$ cat config.mk
export PLATFORM = sky130hd
export DESIGN_NAME = seg7_scan_driver
export DESIGN_NICKNAME = d
export VERILOG_FILES = /design/src/rtl/seg7_scan_driver.sv
export SDC_FILE = /design/constraint.sdc
export NUM_CORES = 1
export LEC_CHECK = 0
export ABC_CLOCK_PERIOD_IN_PS = 4000
export BUFFER_PORTS_ARGS = -buffer_cell sky130_fd_sc_hd__buf_2
export CORE_UTILIZATION = 45
export DETAILED_ROUTE_END_ITERATION = 8
export HOLD_SLACK_MARGIN = 0.15
export SKIP_LAST_GASP = 1
export SLEW_MARGIN = 20
export SYNTH_ARGS = -nofsm -noshare
export SYNTH_HDL_FRONTEND = slang
export SYNTH_SLANG_ARGS = --single-unit
$ cat constraint.sdc
create_clock -name clk -period 4 [get_ports clk]
set_input_delay 0.8 -clock clk [delete_from_list [all_inputs] [get_ports clk]]
set_output_delay 0.8 -clock clk [all_outputs]
set_load 0.005 [all_outputs]
$ cat src/rtl/seg7_scan_driver.sv
// Time-multiplexed common-anode seven-segment driver with a double-buffered display
// image, per-digit blanking interval, leading-zero suppression and blinking.
module seg7_scan_driver #(
  parameter int DIGITS       = 8,
  parameter int REFRESH_DIV  = 100000,
  parameter int BLANK_CYCLES = 16,
  parameter int BLINK_FRAMES = 64
) (
  input  logic                  clk,
  input  logic                  rst_n,
  input  logic [4*DIGITS-1:0]   data_in,
  input  logic [DIGITS-1:0]     dp_in,
  input  logic [DIGITS-1:0]     blink_in,
  input  logic                  load,
  input  logic                  lz_en,
  output logic [DIGITS-1:0]     anode,
  output logic [7:0]            cathode,
  output logic                  frame_start
);
  localparam int CNT_W = $clog2(REFRESH_DIV);
  localparam int IDX_W = (DIGITS > 1) ? $clog2(DIGITS) : 1;
  localparam int FRM_W = (BLINK_FRAMES > 1) ? $clog2(BLINK_FRAMES) : 1;
  localparam logic [CNT_W-1:0]  CNT_MAX   = CNT_W'(REFRESH_DIV - 1);
  localparam logic [CNT_W-1:0]  BLANK_END = CNT_W'(BLANK_CYCLES);
  localparam logic [IDX_W-1:0]  IDX_MAX   = IDX_W'(DIGITS - 1);
  localparam logic [FRM_W-1:0]  FRM_MAX   = FRM_W'(BLINK_FRAMES - 1);
  localparam logic [DIGITS-1:0] AN_ONE    = DIGITS'(1);

  logic [4*DIGITS-1:0] shd_data_q, shd_data_d, act_data_q, act_data_d;
  logic [DIGITS-1:0]   shd_dp_q, shd_dp_d, act_dp_q, act_dp_d;
  logic [DIGITS-1:0]   shd_blink_q, shd_blink_d, act_blink_q, act_blink_d;
  logic                pending_q, pending_d, run_q;
  logic [CNT_W-1:0]    cnt_q, cnt_d;
  logic [IDX_W-1:0]    idx_q, idx_d;
  logic [FRM_W-1:0]    frm_q, frm_d;
  logic                phase_q, phase_d;
  logic [DIGITS-1:0]   anode_q, anode_d;
  logic [7:0]          cathode_q, cathode_d;
  logic                frame_start_q, frame_start_d;
  logic                slot_end, wrap;
  logic [3:0]          nib;
  logic                dp_bit, blk_bit, upper_nz, suppress;

  // Segment pattern {G,F,E,D,C,B,A}, active-low.
  function automatic logic [6:0] glyph(input logic [3:0] v);
    case (v)
      4'h0: glyph = 7'h40;  4'h1: glyph = 7'h79;  4'h2: glyph = 7'h24;  4'h3: glyph = 7'h30;
      4'h4: glyph = 7'h19;  4'h5: glyph = 7'h12;  4'h6: glyph = 7'h02;  4'h7: glyph = 7'h78;
      4'h8: glyph = 7'h00;  4'h9: glyph = 7'h10;  4'hA: glyph = 7'h08;  4'hB: glyph = 7'h03;
      4'hC: glyph = 7'h46;  4'hD: glyph = 7'h21;  4'hE: glyph = 7'h06;  default: glyph = 7'h0E;
    endcase
  endfunction

  // The counters name the slot position about to be emitted; the first edge after
  // reset emits position (0,0) without advancing, so that frame is not a wrap.
  always_comb begin
    slot_end = run_q && (cnt_q == CNT_MAX);
    wrap     = slot_end && (idx_q == IDX_MAX);
    cnt_d    = (!run_q || cnt_q == CNT_MAX) ? '0 : cnt_q + 1'b1;
    idx_d    = idx_q;
    if (!run_q || wrap)  idx_d = '0;
    else if (slot_end)   idx_d = idx_q + 1'b1;

    shd_data_d  = load ? data_in  : shd_data_q;
    shd_dp_d    = load ? dp_in    : shd_dp_q;
    shd_blink_d = load ? blink_in : shd_blink_q;
    act_data_d  = (wrap && pending_q) ? shd_data_q  : act_data_q;
    act_dp_d    = (wrap && pending_q) ? shd_dp_q    : act_dp_q;
    act_blink_d = (wrap && pending_q) ? shd_blink_q : act_blink_q;
    pending_d   = load | (pending_q & ~wrap);

    frm_d   = frm_q;
    phase_d = phase_q;
    if (wrap) begin
      if (frm_q == FRM_MAX) begin
        frm_d   = '0;
        phase_d = ~phase_q;
      end else begin
        frm_d = frm_q + 1'b1;
      end
    end
  end

  // Output decode uses next-state values so the new image and frame_start coincide.
  always_comb begin
    nib      = 4'h0;
    dp_bit   = 1'b0;
    blk_bit  = 1'b0;
    upper_nz = 1'b0;
    for (int i = 0; i < DIGITS; i++) begin
      if (IDX_W'(i) == idx_d) begin
        nib     = act_data_d[4*i +: 4];
        dp_bit  = act_dp_d[i];
        blk_bit = act_blink_d[i];
      end
      if (IDX_W'(i) >= idx_d && act_data_d[4*i +: 4] != 4'h0) upper_nz = 1'b1;
    end
    suppress = lz_en && (idx_d != '0) && !upper_nz;
    if (blk_bit && phase_d) cathode_d = 8'hFF;
    else                    cathode_d = {~dp_bit, suppress ? 7'h7F : glyph(nib)};
    anode_d       = (cnt_d < BLANK_END) ? '1 : ~(AN_ONE << idx_d);
    frame_start_d = (cnt_d == '0) && (idx_d == '0);
  end

  always_ff @(posedge clk or negedge rst_n) begin
    if (!rst_n) begin
      shd_data_q    <= '0;
      shd_dp_q      <= '0;
      shd_blink_q   <= '0;
      act_data_q    <= '0;
      act_dp_q      <= '0;
      act_blink_q   <= '0;
      pending_q     <= 1'b0;
      run_q         <= 1'b0;
      cnt_q         <= '0;
      idx_q         <= '0;
      frm_q         <= '0;
      phase_q       <= 1'b0;
      anode_q       <= '1;
      cathode_q     <= 8'hFF;
      frame_start_q <= 1'b0;
    end else begin
      shd_data_q    <= shd_data_d;
      shd_dp_q      <= shd_dp_d;
      shd_blink_q   <= shd_blink_d;
      act_data_q    <= act_data_d;
      act_dp_q      <= act_dp_d;
      act_blink_q   <= act_blink_d;
      pending_q     <= pending_d;
      run_q         <= 1'b1;
      cnt_q         <= cnt_d;
      idx_q         <= idx_d;
      frm_q         <= frm_d;
      phase_q       <= phase_d;
      anode_q       <= anode_d;
      cathode_q     <= cathode_d;
      frame_start_q <= frame_start_d;
    end
  end

  assign anode       = anode_q;
  assign cathode     = cathode_q;
  assign frame_start = frame_start_q;
endmodule

==> results.json, run 1 <==
{
  "status": "finished, violations left",
  "failed_checks": "design-rule violations",
  "grt_pass1_vias": 4997,
  "finalPower_mw": 3.30,
  "async_reset_ff_share_pct": 100,
  "numCtsBuffers": 17,
  "cts-htree-levels": 4,
  "drt-vias-per-instance": 5.49,
  "syn_avg_cell_area_um2": 11.2,
  "slowest_delay_ps": 490,
  "slew_headroom_pct": 44.8,
  "dieWidth_um": 125,
  "dp_worst_setup_slack_ps": -15.2,
  "wl_um": 15500,
  "ys.flop_type": "dfrtp_1",
  "path_common_cell": "inv_1",
  "maxCapViolations": 0,
  "cp-start-kind": "flip-flop",
  "hp-class": "in2async",
  "worstSkewPairLatency_ps": 430,
  "power_density_nw_per_um2": 416,
  "leakagePower_nw": 3.79,
  "r2r_setup_slack_ps": 140,
  "worstPathRequired_ps": 4330,
  "clk_pin_slew_worst_paths_ps": 60,
  "gp_congestion": 0.909,
  "period_minus_slack_ps": 3860,
  "grt_max_degree": 94,
  "maxSlewViolCount": 0,
  "r2r-end": "cathode[3]",
  "fmax_mhz": 259,
  "grtUsageTotal_pct": 21.5,
  "grt_antenna_before_repair": 0,
  "final_core_util_pct": 54.1,
  "cts.sinks": 142,
  "crit_path_max_fanout": 10,
  "wl_per_cell_um": 17.6,
  "yosysWarnings": 0,
  "synth_top_area_share_pct": 46.4,
  "synthesis.nets": 670,
  "switching_share_pct": 22.6,
  "cts_root_buf": "clkbuf_16",
  "coreArea_um2": 14600,
  "floorplan.initialDensity_pct": 46.4,
  "r2r_start": "cnt_q[0]",
  "synth_area_leaders": "dfrtp_1, mux2_2, dfstp_2",
  "dieArea_um2": 15600,
  "finClkSkew_ps": 16.3,
  "crit_end": "cathode[3]",
  "portBuffers": 68,
  "cts_tree": "built",
  "pwr-share-clk_pct": 49.5,
  "rsz0062_at_grt": "false",
  "ios": 69,
  "cpMaxStageDelayCell": "and4_2",
  "drt_pass1_iterations": 6,
  "grt_first_pass_wirelength_um": 25900,
  "postPlaceCellArea_um2": 7280,
  "synth_edf_count": 0,
  "antenna_cells": 0,
  "drive_gt1_share_pct": 31.1,
  "p_seq_share_pct": 46.4,
  "final-hold-violation-count": 0,
  "synth-seq-cells": 142,
  "startpoint": "cnt_q[0]",
  "synthCells": 607,
  "p_int_mw": 2.55,
  "synth_cell_types": 66,
  "syn_area_um2": 6790,
  "comb_power_share_pct": 4.0,
  "fp.dieH_um": 125,
  "rr_worst_depth": 14,
  "syn_to_final_growth_pct": 16.7,
  "drt_first_iter_violations": 369,
  "timing.setup.tns_ps": 0,
  "hold_buffers": 0,
  "drc": 2,
  "final_common_cell": "dfrtp_1",
  "setup_ws_ps": 136,
  "final_cell_mix": "dfrtp_1, nand2_1, buf_2",
  "ant_nets": 0,
  "switchingPower_uw": 745,
  "yosysSeqAreaShare_pct": 52.6,
  "cts_buffer_depth": 2,
  "design_area_um2": 7920,
  "fin_crit_sh_pct": 96.6,
  "dp_hpwl_um": 11200,
  "grt-ovfl-total": 0,
  "setup_viol": 0,
  "synth_top_area_cell": "dfrtp_1",
  "worstMarginPinSlew_ps": 829,
  "end_kind": "flip-flop",
  "crit_chain": "ha_1 -> and4_1 -> and4_2 -> mux2i_4 -> inv_1 -> a221o_1 -> o211ai_1 -> nand2_1 -> inv_1 -> ha_1 -> inv_1 -> mux2_1 -> mux2i_1 -> nand2_1",
  "finalNetCount": 745,
  "cp_data_arrival_time_ps": 4190,
  "crit_type": "reg2reg",
  "rows": 44,
  "vdd_drop_max_mv": 0.349,
  "vias": 4830
}
routing by layer:
layer / wire [um] / track usage [%]
met3: 726 / 5.41
met4: 263 / 7.39
met1: 7010 / 28.5
met5: 0 / 0
met2: 7480 / 34.3
worst max-delay path: cells and delay by family, from the launching register on:
family / cells / cell delay [ps]
buffers and inverters: 3 / 470
adders and majority gates: 2 / 400
DFF: 1 / 390
AOI/OAI and AO/OA: 2 / 510
and+or+nand+nor: 4 / 1110
muxes: 3 / 880
state kept, by name, indices dropped and copies added (netlist names), 3 cells and up:
| register | cells |
|---|---|
| act_dp_q | 8 |
| act_data_q | 32 |
| cathode | 8 |
| shd_dp_q | 8 |
| frm_q | 6 |
| act_blink_q | 8 |
| idx_q | 3 |
| anode | 8 |
| shd_data_q | 32 |
| shd_blink_q | 8 |
| cnt_q | 17 |
how the worst min path moves through the flow:
stage | depth (start not counted) | endpoint | from | slack, ps
final | 1 | cnt_q[7] | rst_n | 450
after global routing | 2 | act_dp_q[4] | act_dp_q[4] | 490
after CTS | 2 | act_dp_q[4] | act_dp_q[4] | 470
after detailed placement | 2 | act_dp_q[4] | act_dp_q[4] | 450
after global placement | 2 | act_blink_q[6] | act_blink_q[6] | 440
after floorplan | 2 | act_blink_q[4] | act_blink_q[4] | 430
what timing repair did:
item                       CTS  global route
pin swaps                    0             1
buffers inserted             0             1
gates resized for setup      1             5
setup endpoints to repair    1             1
power groups by stage:
stage | sequential [mW] | clock (mW) | combinational (mW)
3_5_place_dp | 1.56 | 0 | 0.137
6_report | 1.53 | 1.63 | 0.132
4_1_cts | 1.53 | 1.66 | 0.137
5_1_grt | 1.54 | 1.74 | 0.149
2_1_floorplan | 1.54 | 0 | 0.0705
3_3_place_gp | 1.55 | 0 | 0.132
area by class of cell:
class	instances	area [um2]
clock buffer	18	429
clock inverter	14	180
fill	1289	6720
inverter	24	90.1
multi-input combinational	413	2950
sequential	142	3570
tap	184	230
timing repair buffer	84	469
stage by stage:
step,hold slack [ps],instances
finish,453,879
CTS,469,878
global placement,445,846
floorplan,429,607
detailed placement,455,846
global route,492,879
synthesized netlist by cell type, types with 3 or more instances:
cell	count
nor3_1	9
a22oi_1	3
nand2_1	98
o22ai_1	3
a221oi_1	4
and3_1	8
nand2b_1	7
mux2_2	57
clkbuf_1	8
xor2_1	7
a211oi_1	5
nor2_1	29
buf_2	5
dfstp_2	16
a21o_1	3
or3_1	5
nand4_1	5
o221ai_1	3
a22o_1	3
nor4_1	8
and2_1	4
dfrtp_1	126
buf_1	4
ha_1	11
mux2_4	4
o211ai_1	4
or4_1	3
inv_1	22
nand3_1	29
and4_1	3
o21ai_0	18
buf_6	9
a21oi_1	11
mux2i_1	22
xnor2_1	9
cells by family (layout without fill, tap and decap cells):
group | after synthesis | count (layout) | synth area share [%]
buffers and inverters | 52 | 140 | 4.26
XOR/XNOR | 16 | 16 | 2.06
adder cells (fa/ha/maj) | 11 | 11 | 2.03
multiplexers | 87 | 87 | 14.3
flip-flops | 142 | 142 | 52.6
AND/OR/NAND/NOR | 222 | 222 | 15.9
AO/OA/AOI/OAI | 76 | 76 | 8.75
other | 1 | 1 | 0.0552
No activity file was read; power rests on OpenSTA's default activity.
==> inputs of run 2 (changes only) <==
--- a/config.mk
+++ b/config.mk
@@ -6,8 +6,9 @@
 export NUM_CORES = 1
 export LEC_CHECK = 0
 export ABC_CLOCK_PERIOD_IN_PS = 4000
-export BUFFER_PORTS_ARGS = -buffer_cell sky130_fd_sc_hd__buf_2
+export BUFFER_PORTS_ARGS = -buffer_cell sky130_fd_sc_hd__buf_4
 export CORE_UTILIZATION = 45
+export CTS_CLUSTER_SIZE = 8
 export DETAILED_ROUTE_END_ITERATION = 8
 export HOLD_SLACK_MARGIN = 0.15
 export SKIP_LAST_GASP = 1
==> run 2 against run 1 <==
Compared with the run above:
- the run still ends with design-rule violations left
- critical endpoint unchanged
- combinational power is 11% higher
- wire length increased by 2.2%
- critical path depth increased by 1
- maximum frequency up 2.5%
- critical path type unchanged
- largest cell class unchanged
==> results.json, run 2 (synthesized netlist as in run 1, its figures left out) <==
{
  "fp.dieH_um": 125,
  "worstPathRequired_ps": 4340,
  "leakagePower_nw": 3.85,
  "vdd_drop_max_mv": 0.299,
  "grtUsageTotal_pct": 21.6,
  "crit_path_max_fanout": 11,
  "grt_first_pass_wirelength_um": 26000,
  "failed_checks": "design-rule violations",
  "drive_gt1_share_pct": 30.5,
  "final_core_util_pct": 55.1,
  "final_cell_mix": "dfrtp_1, nand2_1, buf_4",
  "cts_buffer_depth": 2,
  "hold_buffers": 0,
  "numCtsBuffers": 17,
  "ant_nets": 0,
  "cts.sinks": 142,
  "cts-htree-levels": 4,
  "setup_viol": 0,
  "cp_data_arrival_time_ps": 4110,
  "coreArea_um2": 14600,
  "worstMarginPinSlew_ps": 841,
  "maxSlewViolCount": 0,
  "cts_root_buf": "clkbuf_16",
  "crit_type": "reg2reg",
  "cts_tree": "built",
  "drt_pass1_iterations": 6,
  "fin_crit_sh_pct": 94.2,
  "fill_cells": 1278,
  "grt_max_degree": 90,
  "cp-start-kind": "flip-flop",
  "dp_worst_setup_slack_ps": 287,
  "drt-vias-per-instance": 5.54,
  "cts_setup_buffers": 0,
  "dp_hpwl_um": 11400,
  "power_density_nw_per_um2": 406,
  "final-hold-violation-count": 0,
  "vias": 4874,
  "slew_headroom_pct": 43.9,
  "rows": 44,
  "finalNetCount": 746,
  "end_kind": "flip-flop",
  "largest_registers": "act_data_q (32), shd_data_q (32), cnt_q (17)",
  "maxCapViolations": 0,
  "syn_to_final_growth_pct": 18.8,
  "portBuffers": 68,
  "grt-ovfl-total": 0,
  "clk_pin_slew_worst_paths_ps": 60,
  "period_minus_slack_ps": 3770,
  "rsz0062_at_grt": "false",
  "dieWidth_um": 125,
  "hp-class": "in2async",
  "gp_congestion": 0.853,
  "dieArea_um2": 15600,
  "wl_per_cell_um": 18.0,
  "wl_um": 15800,
  "worstSkewPairLatency_ps": 430,
  "antenna_cells": 0,
  "cts_resized": 0,
  "drt_first_iter_violations": 265,
  "grt_antenna_before_repair": 0,
  "status": "finished, violations left",
  "floorplan.initialDensity_pct": 46.4,
  "fmax_mhz": 265,
  "finClkSkew_ps": 12.3,
  "grt_pass1_vias": 4997,
  "ios": 69,
  "timing.setup.tns_ps": 0,
  "drc": 2,
  "final_common_cell": "dfrtp_1",
  "setup_ws_ps": 232
}
## run 2: cell types whose count changed in the layout (fill, tap and decap cells not counted), moves of 2 or more
cell / change
buf_4: +67
buf_2: -66
clkbuf_8: +3
clkinv_4: +2
clkinvlp_4: -2
## run 2: per-stage QoR
step                instances  hold slack [ps]  power, mW  cell area, um2
floorplan                 607              429       1.61            6790
global placement          848              445       1.70            7460
detailed placement        848              452       1.71            7460
CTS                       880              468       3.31            8070
global route              880              486       3.39            8070
finish                    880              439       3.28            8070
## run 2: area by class of cell
class | instances | area (um2) | area share, %
Sequential cell | 142 | 3570 | 44.3
Clock inverter | 10 | 128 | 1.58
Multi-Input combinational cell | 413 | 2930 | 36.3
Inverter | 24 | 90.1 | 1.12
Tap cell | 184 | 230 | 2.85
Clock buffer | 22 | 474 | 5.88
Timing Repair Buffer | 85 | 642 | 7.96
## run 2: path summary, 6_finish.rpt
path / startpoint / end / slack [ps] / depth (start not counted)
setup / recovery: cnt_q[0] / cathode[3] / 230 / 15
hold / removal: rst_n / frm_q[0] / 440 / 1
hold reg to reg: act_dp_q[4] / act_dp_q[4] / 470 / 2
min in group clk: act_dp_q[4] / act_dp_q[4] / 470 / 2
setup reg to reg: cnt_q[0] / cathode[3] / 230 / 15
max in group asynchronous: rst_n / cathode[2] / 2630 / 2
## run 2: critical path, cell delays in order, from the launching register on
cell and delay, ps:
dfrtp_1 380, ha_1 210, and4_1 290, and4_1 380, buf_4 260, mux2i_2 370, inv_1 180, a221o_1 350
o211ai_1 140, nand2_1 230, inv_1 190, ha_1 160, inv_1 50, mux2_1 290, mux2i_1 130, nand2_1 70
## run 2: per-layer routing
metal	track usage (%)	wire length (um)
met2	35.5	7700
met3	4.98	678
met1	27.7	7130
met4	8.32	318
met5	0	0
## run 2: power by group
group          total [mW]  internal (mW)  switching [mW]
sequential           1.53           1.49          0.0389
clock                1.60          0.977           0.624
combinational       0.146         0.0828          0.0630
